**src/rtl/dmem_arb_pkg.sv**
```systemverilog
// Shared types and constants for the two-port data-memory arbiter.
package dmem_arb_pkg;

  localparam int unsigned ADDR_W        = 64;
  localparam int unsigned DATA_W        = 64;
  localparam int unsigned WORD_OFFSET_W = 3;

  localparam logic PORT0 = 1'b0;
  localparam logic PORT1 = 1'b1;

  typedef enum logic [1:0] {
    IDLE   = 2'd0,
    ACCESS = 2'd1,
    RESP   = 2'd2
  } state_e;

endpackage

```
**src/rtl/dmem_arbiter_if.sv**
```systemverilog
// Requester and memory-side signal bundle for dmem_arbiter.
interface dmem_arbiter_if;
  import dmem_arb_pkg::*;

  logic              p0_req,    p1_req;
  logic              p0_we,     p1_we;
  logic [ADDR_W-1:0] p0_addr,   p1_addr;
  logic [DATA_W-1:0] p0_wdata,  p1_wdata;
  logic              p0_gnt,    p1_gnt;
  logic              p0_rvalid, p1_rvalid;
  logic [DATA_W-1:0] p0_rdata,  p1_rdata;
  logic              p0_err,    p1_err;

  logic              mem_read;
  logic              mem_write;
  logic [ADDR_W-1:0] mem_addr;
  logic [DATA_W-1:0] mem_wdata;
  logic [DATA_W-1:0] mem_rdata;

  // Requesters plus the memory device.
  modport master (
    output p0_req, p1_req, p0_we, p1_we, p0_addr, p1_addr, p0_wdata, p1_wdata,
    output mem_rdata,
    input  p0_gnt, p1_gnt, p0_rvalid, p1_rvalid, p0_rdata, p1_rdata, p0_err, p1_err,
    input  mem_read, mem_write, mem_addr, mem_wdata
  );

  // The arbiter itself.
  modport slave (
    input  p0_req, p1_req, p0_we, p1_we, p0_addr, p1_addr, p0_wdata, p1_wdata,
    input  mem_rdata,
    output p0_gnt, p1_gnt, p0_rvalid, p1_rvalid, p0_rdata, p1_rdata, p0_err, p1_err,
    output mem_read, mem_write, mem_addr, mem_wdata
  );

endinterface

```
**src/rtl/rr_arb2.sv**
```systemverilog
// Two-way round-robin picker; owns the last-served pointer.
module rr_arb2 (
  input  logic       clk,
  input  logic       rst,
  input  logic [1:0] i_req,
  input  logic       i_advance,
  output logic [1:0] o_pick_c
);

  logic r_last;  // 1 = port 1 was served last

  always_comb begin
    o_pick_c = i_req;
    if (&i_req) o_pick_c = r_last ? 2'b01 : 2'b10;
  end

  always_ff @(posedge clk or posedge rst) begin
    if (rst)                      r_last <= 1'b1;
    else if (i_advance && |i_req) r_last <= o_pick_c[1];
  end

endmodule

```
**src/rtl/dmem_arbiter.sv**
```systemverilog
// Two-port arbiter/sequencer for the single-port 256x64 data memory.
// Define DMEM_ARB_ALIGN_CHK_EN to suppress and flag misaligned accesses.
module dmem_arbiter
  import dmem_arb_pkg::*;
(
  input  logic           clk,
  input  logic           rst,
  dmem_arbiter_if.slave  bus
);

  state_e            r_state;
  state_e            w_state_nxt;
  logic              w_take;
  logic              w_mis;
  logic [1:0]        w_req;
  logic [1:0]        w_pick;
  logic              w_gnt0, w_gnt1, w_rv0, w_rv1;

  logic              r_port;
  logic              r_we;
  logic [ADDR_W-1:0] r_addr;
  logic [DATA_W-1:0] r_wdata;
  logic [DATA_W-1:0] r_rdata;
  logic              r_err;

  assign w_req = {bus.p1_req, bus.p0_req};

  rr_arb2 u_rr (
    .clk       (clk),
    .rst       (rst),
    .i_req     (w_req),
    .i_advance (w_take),
    .o_pick_c  (w_pick)
  );

`ifdef DMEM_ARB_ALIGN_CHK_EN
  assign w_mis = |r_addr[WORD_OFFSET_W-1:0];
`else
  assign w_mis = 1'b0;
`endif

  always_ff @(posedge clk or posedge rst) begin
    if (rst) r_state <= IDLE;
    else     r_state <= w_state_nxt;
  end

  // Next state; RESP chains straight into ACCESS when a request is pending.
  always_comb begin
    w_state_nxt = r_state;
    w_take      = 1'b0;
    unique case (r_state)
      IDLE: begin
        w_take      = |w_req;
        w_state_nxt = w_take ? ACCESS : IDLE;
      end
      ACCESS: w_state_nxt = RESP;
      RESP: begin
        w_take      = |w_req;
        w_state_nxt = w_take ? ACCESS : IDLE;
      end
      default: w_state_nxt = IDLE;
    endcase
  end

  // Request latch for the arbitration winner.
  always_ff @(posedge clk or posedge rst) begin
    if (rst) begin
      r_port  <= PORT0;
      r_we    <= 1'b0;
      r_addr  <= '0;
      r_wdata <= '0;
    end else if (w_take) begin
      r_port  <= w_pick[1] ? PORT1 : PORT0;
      r_we    <= w_pick[1] ? bus.p1_we    : bus.p0_we;
      r_addr  <= w_pick[1] ? bus.p1_addr  : bus.p0_addr;
      r_wdata <= w_pick[1] ? bus.p1_wdata : bus.p0_wdata;
    end
  end

  // Response capture at the closing edge of ACCESS.
  always_ff @(posedge clk or posedge rst) begin
    if (rst) begin
      r_rdata <= '0;
      r_err   <= 1'b0;
    end else if (r_state == ACCESS) begin
      r_rdata <= (r_we || w_mis) ? '0 : bus.mem_rdata;
      r_err   <= w_mis;
    end
  end

  // Strobes decode from state only, so reset drops them immediately.
  assign w_gnt0 = (r_state == ACCESS) && (r_port == PORT0);
  assign w_gnt1 = (r_state == ACCESS) && (r_port == PORT1);
  assign w_rv0  = (r_state == RESP)   && (r_port == PORT0);
  assign w_rv1  = (r_state == RESP)   && (r_port == PORT1);

  assign bus.p0_gnt    = w_gnt0;
  assign bus.p1_gnt    = w_gnt1;
  assign bus.p0_rvalid = w_rv0;
  assign bus.p1_rvalid = w_rv1;
  assign bus.p0_rdata  = w_rv0 ? r_rdata : '0;
  assign bus.p1_rdata  = w_rv1 ? r_rdata : '0;
  assign bus.p0_err    = w_rv0 & r_err;
  assign bus.p1_err    = w_rv1 & r_err;

  assign bus.mem_read  = (r_state == ACCESS) && !r_we && !w_mis;
  assign bus.mem_write = (r_state == ACCESS) &&  r_we && !w_mis;
  assign bus.mem_addr  = r_addr;
  assign bus.mem_wdata = r_wdata;

endmodule

```
**src/flat_wrapper.sv**
```systemverilog
// flat-port wrapper written by rule: the top's interface ports become plain ports
module dmem_arbiter_flat import dmem_arb_pkg::*;
  (clk, rst, bus_p0_req, bus_p1_req, bus_p0_we, bus_p1_we, bus_p0_addr, bus_p1_addr, bus_p0_wdata, bus_p1_wdata, bus_mem_rdata, bus_p0_gnt, bus_p1_gnt, bus_p0_rvalid, bus_p1_rvalid, bus_p0_rdata, bus_p1_rdata, bus_p0_err, bus_p1_err, bus_mem_read, bus_mem_write, bus_mem_addr, bus_mem_wdata);
  dmem_arbiter_if bus_i ();
  input  logic clk;
  input  logic rst;
  input wire logic [$bits(bus_i.p0_req)-1:0] bus_p0_req;
  input wire logic [$bits(bus_i.p1_req)-1:0] bus_p1_req;
  input wire logic [$bits(bus_i.p0_we)-1:0] bus_p0_we;
  input wire logic [$bits(bus_i.p1_we)-1:0] bus_p1_we;
  input wire logic [$bits(bus_i.p0_addr)-1:0] bus_p0_addr;
  input wire logic [$bits(bus_i.p1_addr)-1:0] bus_p1_addr;
  input wire logic [$bits(bus_i.p0_wdata)-1:0] bus_p0_wdata;
  input wire logic [$bits(bus_i.p1_wdata)-1:0] bus_p1_wdata;
  input wire logic [$bits(bus_i.mem_rdata)-1:0] bus_mem_rdata;
  output wire logic [$bits(bus_i.p0_gnt)-1:0] bus_p0_gnt;
  output wire logic [$bits(bus_i.p1_gnt)-1:0] bus_p1_gnt;
  output wire logic [$bits(bus_i.p0_rvalid)-1:0] bus_p0_rvalid;
  output wire logic [$bits(bus_i.p1_rvalid)-1:0] bus_p1_rvalid;
  output wire logic [$bits(bus_i.p0_rdata)-1:0] bus_p0_rdata;
  output wire logic [$bits(bus_i.p1_rdata)-1:0] bus_p1_rdata;
  output wire logic [$bits(bus_i.p0_err)-1:0] bus_p0_err;
  output wire logic [$bits(bus_i.p1_err)-1:0] bus_p1_err;
  output wire logic [$bits(bus_i.mem_read)-1:0] bus_mem_read;
  output wire logic [$bits(bus_i.mem_write)-1:0] bus_mem_write;
  output wire logic [$bits(bus_i.mem_addr)-1:0] bus_mem_addr;
  output wire logic [$bits(bus_i.mem_wdata)-1:0] bus_mem_wdata;
  assign bus_i.p0_req = bus_p0_req;
  assign bus_i.p1_req = bus_p1_req;
  assign bus_i.p0_we = bus_p0_we;
  assign bus_i.p1_we = bus_p1_we;
  assign bus_i.p0_addr = bus_p0_addr;
  assign bus_i.p1_addr = bus_p1_addr;
  assign bus_i.p0_wdata = bus_p0_wdata;
  assign bus_i.p1_wdata = bus_p1_wdata;
  assign bus_i.mem_rdata = bus_mem_rdata;
  assign bus_p0_gnt = bus_i.p0_gnt;
  assign bus_p1_gnt = bus_i.p1_gnt;
  assign bus_p0_rvalid = bus_i.p0_rvalid;
  assign bus_p1_rvalid = bus_i.p1_rvalid;
  assign bus_p0_rdata = bus_i.p0_rdata;
  assign bus_p1_rdata = bus_i.p1_rdata;
  assign bus_p0_err = bus_i.p0_err;
  assign bus_p1_err = bus_i.p1_err;
  assign bus_mem_read = bus_i.mem_read;
  assign bus_mem_write = bus_i.mem_write;
  assign bus_mem_addr = bus_i.mem_addr;
  assign bus_mem_wdata = bus_i.mem_wdata;
  dmem_arbiter u_core (.clk(clk), .rst(rst), .bus(bus_i));
endmodule
```
**config.mk**
```make
export PLATFORM = sky130hd
export DESIGN_NAME = dmem_arbiter_flat
export DESIGN_NICKNAME = d
export VERILOG_FILES = /design/src/rtl/dmem_arb_pkg.sv /design/src/rtl/dmem_arbiter_if.sv /design/src/rtl/rr_arb2.sv /design/src/rtl/dmem_arbiter.sv /design/src/flat_wrapper.sv
export SDC_FILE = /design/constraint.sdc
export NUM_CORES = 1
export LEC_CHECK = 0
export BUFFER_PORTS_ARGS = -buffer_cell sky130_fd_sc_hd__buf_2
export CAP_MARGIN = 0
export CORE_AREA = 2 2 231 233
export CTS_CLUSTER_SIZE = 25
export DETAILED_ROUTE_END_ITERATION = 6
export DIE_AREA = 0 0 233 235
export GPL_TIMING_DRIVEN = 0
export SYNTH_ARGS = -nofsm -noshare
export SYNTH_HDL_FRONTEND = slang
export SYNTH_SLANG_ARGS = --single-unit
```
**constraint.sdc**
```tcl
create_clock -name clk -period 7.3 [get_ports clk]
set_input_delay 1.825 -clock clk [delete_from_list [all_inputs] [get_ports clk]]
set_output_delay 1.825 -clock clk [all_outputs]
set_load 0.005 [all_outputs]
```
# After elaboration in Yosys (flattened, before gate mapping)
# Index checks and enable logic that the tools add are counted.
[totals]
output_inout_bits = 264
wordCells = 34
ff_bits = 197
[classes]
reduce_logical = 12
bitwise_logic = 1
n_eq_ne = 2
muxes = 12
[op_table]
columns = ["op", "n"]
rows = [
  ["64-bit two-way mux", 5],
  ["1-bit logical AND", 7],
  ["1-bit two-way mux", 4],
  ["2-bit two-way mux", 2],
  ["2-bit one-hot mux with 2 select lines", 1],
  ["2-bit OR reduction", 2],
  ["2-bit by 1-bit == test with 1-bit output, second input constant", 1],
  ["2-bit == test, second input constant", 1],
  ["2-bit logical NOT", 1],
  ["2-bit AND reduction", 1],
  ["1-bit logical NOT", 1],
  ["1-bit inverter", 1],
]

# Depth between registers and ports, before layout
# Gate-level depths: netlist of run 1.
[logic_depth]
word_depth = 4
mapped_depth = 6
ltp_nobuf = 3

# Modules after synthesis
# Synthesis of run 1 repeated with hierarchy kept, for this count alone.
[unflattened]
hier_cells = 788
hier_area_um2 = 10206.0
[by_module_without_submodules]
columns = ["mod", "cells_each", "area_per_inst_um2", "instances"]
rows = [
  ["dmem_arbiter", 781, 10146.0, 1],
  ["rr_arb2", 7, 60.1, 1],
]

# Worst setup path after synthesis of run 1
# OpenSTA, ideal clock, no wires.
[synth_timing]
path_type = "register -> output"
startpoint = "reg u_core.r_state[0]"
endpoint = "out bus_p0_rdata[10]"
path_buffers = 2
path_slack_ns = 4.345
t_arrival_ns = 1.130
required_ns = 5.475
path_stages_with_launch = 6
path_cell_list = "dfrtp_1 inv_1 and3_1 buf_2 clkbuf_1 and2_1"
[synth_between]
elab_chain_len = 3
[synth_lines]
columns = ["item", "line_no", "rtl"]
rows = [
  ["start: declaration", "dmem_arbiter.sv:11", "state_e r_state;"],
  ["start signal: assignment", "dmem_arbiter.sv:44", "else r_state <= w_state_nxt;"],
  ["2-bit == test", "dmem_arbiter.sv:94", "assign w_rv0 = (r_state == RESP) && (r_port == PORT0);"],
  ["1-bit logical AND", "dmem_arbiter.sv:94", ""],
  ["64-bit two-way mux", "dmem_arbiter.sv:101", "assign bus.p0_rdata = w_rv0 ? r_rdata : '0;"],
  ["end: declaration", "flat_wrapper.sv:20", "output wire logic [$bits(bus_i.p0_rdata)-1:0] bus_p0_rdata;"],
]
# No other way between the ends.

# Worst setup path after layout of run 1
[layout_timing]
startpoint = "reg u_core.r_state[0]"
endpoint = "out bus_p1_rdata[9]"
[layout_between]
elab_chain_len = 3
[layout_lines]
columns = ["item", "line_no", "rtl"]
rows = [
  ["2-bit == test", "dmem_arbiter.sv:95", "assign w_rv1 = (r_state == RESP) && (r_port == PORT1);"],
  ["1-bit logical AND", "dmem_arbiter.sv:95", ""],
  ["64-bit two-way mux", "dmem_arbiter.sv:102", "assign bus.p1_rdata = w_rv1 ? r_rdata : '0;"],
  ["end: declaration", "flat_wrapper.sv:21", "output wire logic [$bits(bus_i.p1_rdata)-1:0] bus_p1_rdata;"],
]
# No other way between the ends.

==> results of run 1 <==
## cell usage in the layout, fill, tap and decap left out, drive strengths merged
cell and n:
a31oi 130, and2 128, nand2b 1, dfstp 1
conb 2, clkinvlp 3, bufinv 1, dfrtp 196
and3 2, nor2 133, o21ai 64, a21boi 1
o21ba 1, buf 650, clkinv 3, a21oi 1
o22ai 1, diode 1, clkbuf 54, a21bo 1
inv 9, nand2 386
## where the power goes
part	internal (mW)	total [mW]	switching, mW
clock network	0.496	0.966	0.470
registers	1.35	1.52	0.171
logic	0.396	0.980	0.584
total	2.24	3.46	1.23
## final timing paths
| kind | endpoint | from | slack (ns) |
|---|---|---|---|
| setup reg to reg | u_core.bus.mem_wdata[19] | u_core.r_state[0] | 5.30 |
| hold / removal | u_core.r_rdata[40] | u_core.r_rdata[40] | 0.50 |
| max in group asynchronous | u_core.bus.mem_addr[6] | rst | 4.90 |
| hold reg to reg | u_core.r_rdata[40] | u_core.r_rdata[40] | 0.50 |
| min in group asynchronous | u_core.bus.mem_addr[59] | rst | 1.40 |
| setup / recovery | bus_p1_rdata[9] | u_core.r_state[0] | 2.96 |
## metal layers
| metal | global-route usage, % | vias up | wire length (µm) |
|---|---|---|---|
| met4 | 7.68 | 8 | 1760 |
| li1 | - | 4942 | - |
| met3 | 4.47 | 84 | 3390 |
| met5 | 0 | - | 57 |
| met2 | 26.7 | 558 | 21200 |
| met1 | 17.8 | 4967 | 17500 |
## final cells by class
type / count / share of cell area, %
Multi-Input combinational cell: 851 / 28.7
Antenna cell: 1 / 0.0182
Timing Repair Buffer: 588 / 21.5
Clock buffer: 21 / 3.34
Tap cell: 688 / 6.25
Clock inverter: 11 / 0.845
Buffer: 95 / 3.33
Sequential cell: 197 / 35.8
Inverter: 5 / 0.191
## through the flow
step                      utilization [%]  setup WS [ns]  instances
after detailed placement             25.3           3.40       2424
after floorplan                         -          0.108       1148
final                                26.4           2.96       2457
after CTS                            26.4           2.82       2456
after global routing                 26.4           2.77       2457
after global placement               25.2          -2.42       2423
## cell families after synthesis
| logic type | count (synthesis) | synth area share [%] |
|---|---|---|
| simple gates | 650 | 29.6 |
| compound gates | 199 | 12.6 |
| flops | 197 | 52.7 |
| buf+inv | 100 | 5.10 |
| other cells | 1 | 0.0401 |
## sequential cells by signal, summed over array words and instances (netlist names)
register and flops:
u_core.r_rdata 64, u_core.r_state 2, u_core.r_port 1, u_core.bus.mem_wdata 64, u_core.r_we 1, u_core.bus.mem_addr 64, u_core.u_rr.r_last 1
## critical path: stages, from the launching register on
cell	delay, ns
sky130_fd_sc_hd__dfrtp_1	0.44
sky130_fd_sc_hd__inv_1	0.21
sky130_fd_sc_hd__and3_1	0.20
sky130_fd_sc_hd__buf_2	0.25
sky130_fd_sc_hd__clkbuf_1	0.51
sky130_fd_sc_hd__and2_1	0.21
sky130_fd_sc_hd__buf_2	0.21
==> run summary, run 1 <==
The cell area that synthesis handed to floorplanning was between 9000 and 10000 µm². The final max-slew violation count is 0. The top achievable clock speed came out at approximately 230 MHz. The post-synthesis sequential area ratio is between 50 and 60%. The first-pass GRT wire length is 63400 µm. The number of max-capacitance violations reported came out at 0. In this run the cell area measured after placement is 13200 µm². STA classifies the critical path startpoint as a flop. The area inside the core boundary came out at 52200 µm². The setup-violating endpoint count in the final report came out at 0. After layout, the worst path uses roughly 60% of the clock period.

The flow ran to the end, and the final reports show no timing, DRC or antenna violations. The average instance in the mapped netlist occupies roughly 8.2 µm². The buffer count from post-CTS setup fixing is 0. The commonest cells after synthesis are 386 x sky130_fd_sc_hd__nand2_1, 196 x sky130_fd_sc_hd__dfrtp_1, 133 x sky130_fd_sc_hd__nor2_1, 130 x sky130_fd_sc_hd__a31oi_1, 128 x sky130_fd_sc_hd__and2_1. The number of fill cells in the layout is just under 6000.

The worst hold path stage count is 2. The effective utilization at floorplan came out at ~18%. For this run, the leading register cell type out of synthesis is sky130_fd_sc_hd__dfrtp_1. The kind of critical path is flop to output port. The number of global-route vias before repair came to approximately 10000. The path class of the tightest hold or removal check is flop to flop. The largest fanout of any net on the critical path is 10. The number of CTS-inserted buffers is 17. The total of cells resized after clock tree synthesis is 0. The setup skew after layout came out at 0.0137 ns. The number of synthesized flops with an enable pin came out at 0. Setup repair after global routing left no endpoint under its margin. The post-route cell area is approximately 14000 µm². The H-tree depth came out at 4.

The detail route stage leaves a number of antenna-violating nets equal to 0. The hold violation count in the final report is 0. The total overflow left after global routing is 0. The buffer type at the clock tree root is sky130_fd_sc_hd__clkbuf_16.

Compared with the post-synthesis result, the final layout area differs by 47.2%. Measured against its own limit, the worst slew margin works out to ~50%. The final total power came out at between 3 and 4 mW. The endpoint class of the critical path is an output port.

The minimum hold slack is around 0.5 ns. The width of the die is roughly 230 µm. The clock-pin transition on the worst setup and hold timing paths is about 0.07 ns. The total wire length after detailed routing came out at around 44000 µm. The leakage power figure is 7.12 nW. The number of cells traversed by the worst register-to-register path came out at 5. The overall fraction of global-route tracks in use is between 10% and 20%. The sum of net half-perimeters after detailed placement came out at 35900 µm. The final route contains ~11000 vias.

The post-synthesis instance total came out at 1147. The fraction of layout instances using a drive strength above 1 came out at between 30% and 40%. sky130_fd_sc_hd__dfrtp_1 takes more of the synthesized area than any other cell. The violation count after the first detailed-route iteration is between 400 and 500. The pin slew with the least headroom to its limit is 0.746 ns.

The row count came out at 84. The number of buffers inserted by port buffering is ~600. The length of the first detailed-routing pass in iterations is 5. TritonCTS built the clock tree. The maximum ir drop on the vdd rail came out at roughly 140 µV. In this run, synthesis produced a sequential element count of between 150 and 200. The TritonCTS sink count came out at slightly below 200. The area share of the leading cell type in the synthesized netlist is between 50% and 60%. After synthesis, the netlist uses 21 different library cells.

The worst-case clock buffer depth is 2. Setup total negative slack on the finished layout was measured at 0 ns. The floorplan step set the die height to between 200 and 250 µm. Dividing the detail-routed via count by the number of cells gives around 4.3. After synthesis, the cell types taking the most area are sky130_fd_sc_hd__dfrtp_1 52%, sky130_fd_sc_hd__nand2_1 15%, sky130_fd_sc_hd__a31oi_1 8.7%, sky130_fd_sc_hd__and2_1 8.6%, sky130_fd_sc_hd__nor2_1 5.3%.

The insertion delay to the later sink of the worst-skew pair is 0.48 ns. The post-cts hold buffer count is 0. Dividing the detail-routed wire length by the instance count gives around 18 µm. The most common cell in the synthesized netlist is sky130_fd_sc_hd__nand2_1.

STA puts the critical path data required time at 5.48 ns. The congestion estimate from routability-driven global placement came to roughly 0.9. The largest net degree at the start of global routing is approximately 100.

The power density relative to cell area came out at about 250 nW/µm². The final net count is 2081. Counting flops with an async set or reset pin after synthesis yields a share of 100%. The count of synthesis-stage warnings from yosys came out at 0.

Data arrives at the worst endpoint at about 2.5 ns. The post-layout minimum cycle time came out at between 4 and 5 ns. The number of remaining DRC errors came out at 0. The number of primary I/O pins is 590. The area of the multi-input gates is 3950 µm². The sequential cells in the finished layout cover a total of 4930 µm². The area enclosed by the die boundary came out at between 50000 and 60000 µm². The initial antenna violation count came to 9.
Power figures use the tool's default switching activity.
==> run 2, diff against run 1 <==
--- a/config.mk
+++ b/config.mk
@@ -5,12 +5,13 @@
 export SDC_FILE = /design/constraint.sdc
 export NUM_CORES = 1
 export LEC_CHECK = 0
+export ABC_AREA = 1
 export BUFFER_PORTS_ARGS = -buffer_cell sky130_fd_sc_hd__buf_2
 export CAP_MARGIN = 0
-export CORE_AREA = 2 2 231 233
+export CORE_AREA = 2 2 227 229
 export CTS_CLUSTER_SIZE = 25
 export DETAILED_ROUTE_END_ITERATION = 6
-export DIE_AREA = 0 0 233 235
+export DIE_AREA = 0 0 229 231
 export GPL_TIMING_DRIVEN = 0
 export SYNTH_ARGS = -nofsm -noshare
 export SYNTH_HDL_FRONTEND = slang
==> constraint.sdc (replaced) <==
create_clock -name clk -period 3.6 [get_ports clk]
set_input_delay 0.9 -clock clk [delete_from_list [all_inputs] [get_ports clk]]
set_output_delay 0.9 -clock clk [all_outputs]
set_load 0.005 [all_outputs]
==> run summary, run 2 <==
The first TritonRoute pass finished after 5 iterations. TritonCTS built the clock tree. For this design, the CTS-stage hold fixing added 0 buffers.

Data arrives at the worst endpoint at 2.04 ns. The via density per instance is 4.08. Setup repair after global routing left no endpoint under its margin.

The first-pass GRT wire length is between 60000 and 70000 µm. The clock drives around 200 sinks. The area inside the core boundary is just over 50000 µm². At the later pin of the worst-skew pair, clock insertion delay measures 0.49 ns.

Walking the worst path, the cells encountered are inv_2, nand3_1, buf_2, buf_2, nor2_1, buf_2. The clock period could shrink to approximately 3 ns. In this run the core area contains 83 standard-cell rows. The cell that appears most often on the critical path is sky130_fd_sc_hd__buf_2.

In this run the worst hold path is classified as flop to flop. The power density relative to cell area is 468 nW/µm². The routability congestion estimate came out at about 0.90. The clock-pin transition on the worst setup and hold timing paths is approximately 0.07 ns.

Measured along the y axis, the die boundary spans approximately 230 µm. The critical path starts at u_core.r_state[0]. The die covers 52900 µm². The count of placed standard cells including taps came out at around 2900. The area share of the leading cell type in the synthesized netlist came out at between 40 and 50%.

The analysis attributes to cell leakage a power of roughly 9.5 nW. The post-synthesis register bit count came out at 197. The number of synthesized flops with an enable pin is 0. The synthesized area is about 11000 µm². Leaving out fill and tap cells, the most frequent cells in the layout are 627 x sky130_fd_sc_hd__buf_2, 584 x sky130_fd_sc_hd__nand2_1, 327 x sky130_fd_sc_hd__inv_1, 261 x sky130_fd_sc_hd__nand3_1, 196 x sky130_fd_sc_hd__dfrtp_1. For this run, design rule violations remaining after detail routing come to 0.

The number of max-capacitance violations reported is 0. Input and output buffers added on the ports amount to between 500 and 600. In this run the worst setup path terminates at bus_p1_rdata[25]. The post-synthesis async set-or-reset flop share came out at 100%.

The number of distinct standard cells referenced by the synthesized netlist came out at 15. The total of cells resized after clock tree synthesis came out at 0. The effective utilization at floorplan is a little over a fifth. The number of primary I/O pins is 590.

The category of the worst setup path launch point is a flop. The largest net degree at the start of global routing is 40. For the worst setup path, the data required time is between 2 and 3 ns. The final max-slew violation count is 0.

The first routing iteration left just under 500 violations. The flow ran to the end, and the final reports show no timing, DRC or antenna violations. Leaving out filler cells and counting taps, the final layout contains 2914.

Sorting the synthesized cells by area gives the leading types as sky130_fd_sc_hd__dfrtp_1 46%, sky130_fd_sc_hd__nand2_1 21%, sky130_fd_sc_hd__nand3_1 12%, sky130_fd_sc_hd__inv_1 12%, sky130_fd_sc_hd__nor2_1 4.6%. The reg-to-reg critical path startpoint is u_core.u_rr.r_last. The routed length per placed instance is around 15 µm. STA classifies the critical path endpoint as an output port.

The number of nets with antenna violations after routing is 0. The initial antenna violation count is 8. The worst setup path is of the flop to output port kind.

For the pin with the worst max-slew slack, the measured transition is approximately 1.1 ns. The largest individual stage delay along the critical path comes from the cell sky130_fd_sc_hd__dfrtp_1. The width of the die is between 200 and 250 µm.

The maximum ir drop on the vdd rail came out at 327 µV. The final total power is just over 7 mW. After synthesis, flip-flops and latches occupy between 40% and 50% of the total area. The sum of net half-perimeters after detailed placement is ~36000 µm. The H-tree depth is 4. The endpoint identified for the worst register-to-register timing path is u_core.bus.mem_addr[20]. The buffer type at the clock tree root is sky130_fd_sc_hd__clkbuf_16. The setup-violating endpoint count in the final report came out at 0. The final critical-path share of the clock period is approximately four fifths. The buffer count from post-CTS setup fixing came out at 0.

For this run, the slowest stage of the critical path takes 0.41 ns. The number of CTS-inserted buffers is 17. The post-route cell area came out at approximately 15000 µm². The reg-to-reg setup timing slack is approximately 1.4 ns. The remaining global-route overflow is 0. The top achievable clock speed is ~340 MHz. After routing, the total negative slack on setup checks comes to 0 ns. The count of vias placed by the detailed router is between 10000 and 15000. The library cell used most frequently in the layout, excluding fill and tap cells, is sky130_fd_sc_hd__buf_2.

The setup skew after layout is roughly 0.015 ns. The library cell with the highest instance count after synthesis is sky130_fd_sc_hd__nand2_1. The worst-case clock buffer depth came out at 2. Of the cells placed in the final design, the portion with a size suffix greater than 1 is a little under a third. For this run, the leading register cell type out of synthesis is sky130_fd_sc_hd__dfrtp_1.

In the global route stage, overall resource usage came out at around 17%. Summed over all layers, the routed wires come to roughly 45000 µm. The count of synthesis-stage warnings from yosys came out at 0.

The hold violation count in the final report is 0. The cell area after placement is ~15000 µm². Of all nets on the critical path, the largest fanout is 10. Compared with the post-synthesis result, the final layout area differs by 41.6%. The worst hold path stage count is 2. Measured against its own limit, the worst slew margin works out to a little over a quarter. sky130_fd_sc_hd__dfrtp_1 takes more of the synthesized area than any other cell. The final net count came out at 2547. The final cell utilization of the core is between 20% and 30%. The post-synthesis average cell area is around 6.6 µm². Ranked by instance count, the synthesized netlist is headed by 584 x sky130_fd_sc_hd__nand2_1, 328 x sky130_fd_sc_hd__inv_1, 261 x sky130_fd_sc_hd__nand3_1, 196 x sky130_fd_sc_hd__dfrtp_1, 132 x sky130_fd_sc_hd__nor2_1. The number of global-route vias before repair was approximately 12000. Synthesis produced a netlist whose cell count is around 1600. For the worst flop-to-flop path, the logic depth is 7.
run 2: changes by cell type after synthesis, sizes merged, moves of 2 or more:
cell,previous run,this run
o21ai,64,1
a31oi,130,0
and3,2,0
and2,128,0
inv,5,331
buf,62,67
nand3,0,261
nand2,386,584
run 2: through the flow:
stage	hold slack, ns	worst slack (ns)
after floorplan	0.442	0.154
after global placement	0.453	-1.37
after detailed placement	0.459	0.868
after CTS	0.469	0.566
after global routing	0.493	0.524
final	0.467	0.656
run 2: worst min-delay path by stage:
stage	from	to	slack, ns
finish	u_core.u_rr.r_last	u_core.u_rr.r_last	0.47
global route	u_core.bus.mem_wdata[11]	u_core.bus.mem_wdata[11]	0.49
CTS	rst	u_core.bus.mem_wdata[29]	0.47
detailed placement	u_core.bus.mem_wdata[6]	u_core.bus.mem_wdata[6]	0.46
global placement	u_core.u_rr.r_last	u_core.u_rr.r_last	0.45
floorplan	u_core.u_rr.r_last	u_core.u_rr.r_last	0.44
run 2: kinds of logic (layout without fill, tap and decap cells):
| kind of cell | Yosys count | after routing | share of synthesized area (%) |
|---|---|---|---|
| compound gates | 1 | 1 | 0.0468 |
| buf+inv | 432 | 1054 | 16.3 |
| flops | 197 | 197 | 46.1 |
| other cells | 1 | 3 | 0.0351 |
| simple gates | 979 | 979 | 37.5 |
run 2: per-layer routing:
layer	wire length (µm)	global-route usage, %	share of wire, %
met5	51	0	0.11
met4	2000	8.79	4.4
met3	3650	5.61	8.1
met2	21800	29.3	48
met1	17500	18.4	39
run 2: final cells by class:
class                           instances  area, µm²
Timing Repair Buffer                  591       3030
Tap cell                              680        851
Clock inverter                         13        115
Antenna cell                            1       2.50
Clock buffer                           18        439
Fill cell                            5745      35500
Buffer                                101        498
Inverter                              331       1250
Multi-Input combinational cell        982       4020
Sequential cell                       197       4930
run 2: power by group:
part | switching, mW | total, mW | leakage [nW] | internal (mW)
sequential | 0.284 | 3.01 | 2.42 | 2.73
combinational | 1.34 | 2.17 | 6.85 | 0.838
clock | 0.981 | 1.90 | 0.269 | 0.920
total | 2.60 | 7.09 | 9.54 | 4.49
run 2: worst max-delay path: cells and delay by family (launching register included):
kind                   cells  cell delay, ns
AND/OR/NAND/NOR            2            0.38
flip-flops                 1            0.41
buffers and inverters      4            0.76
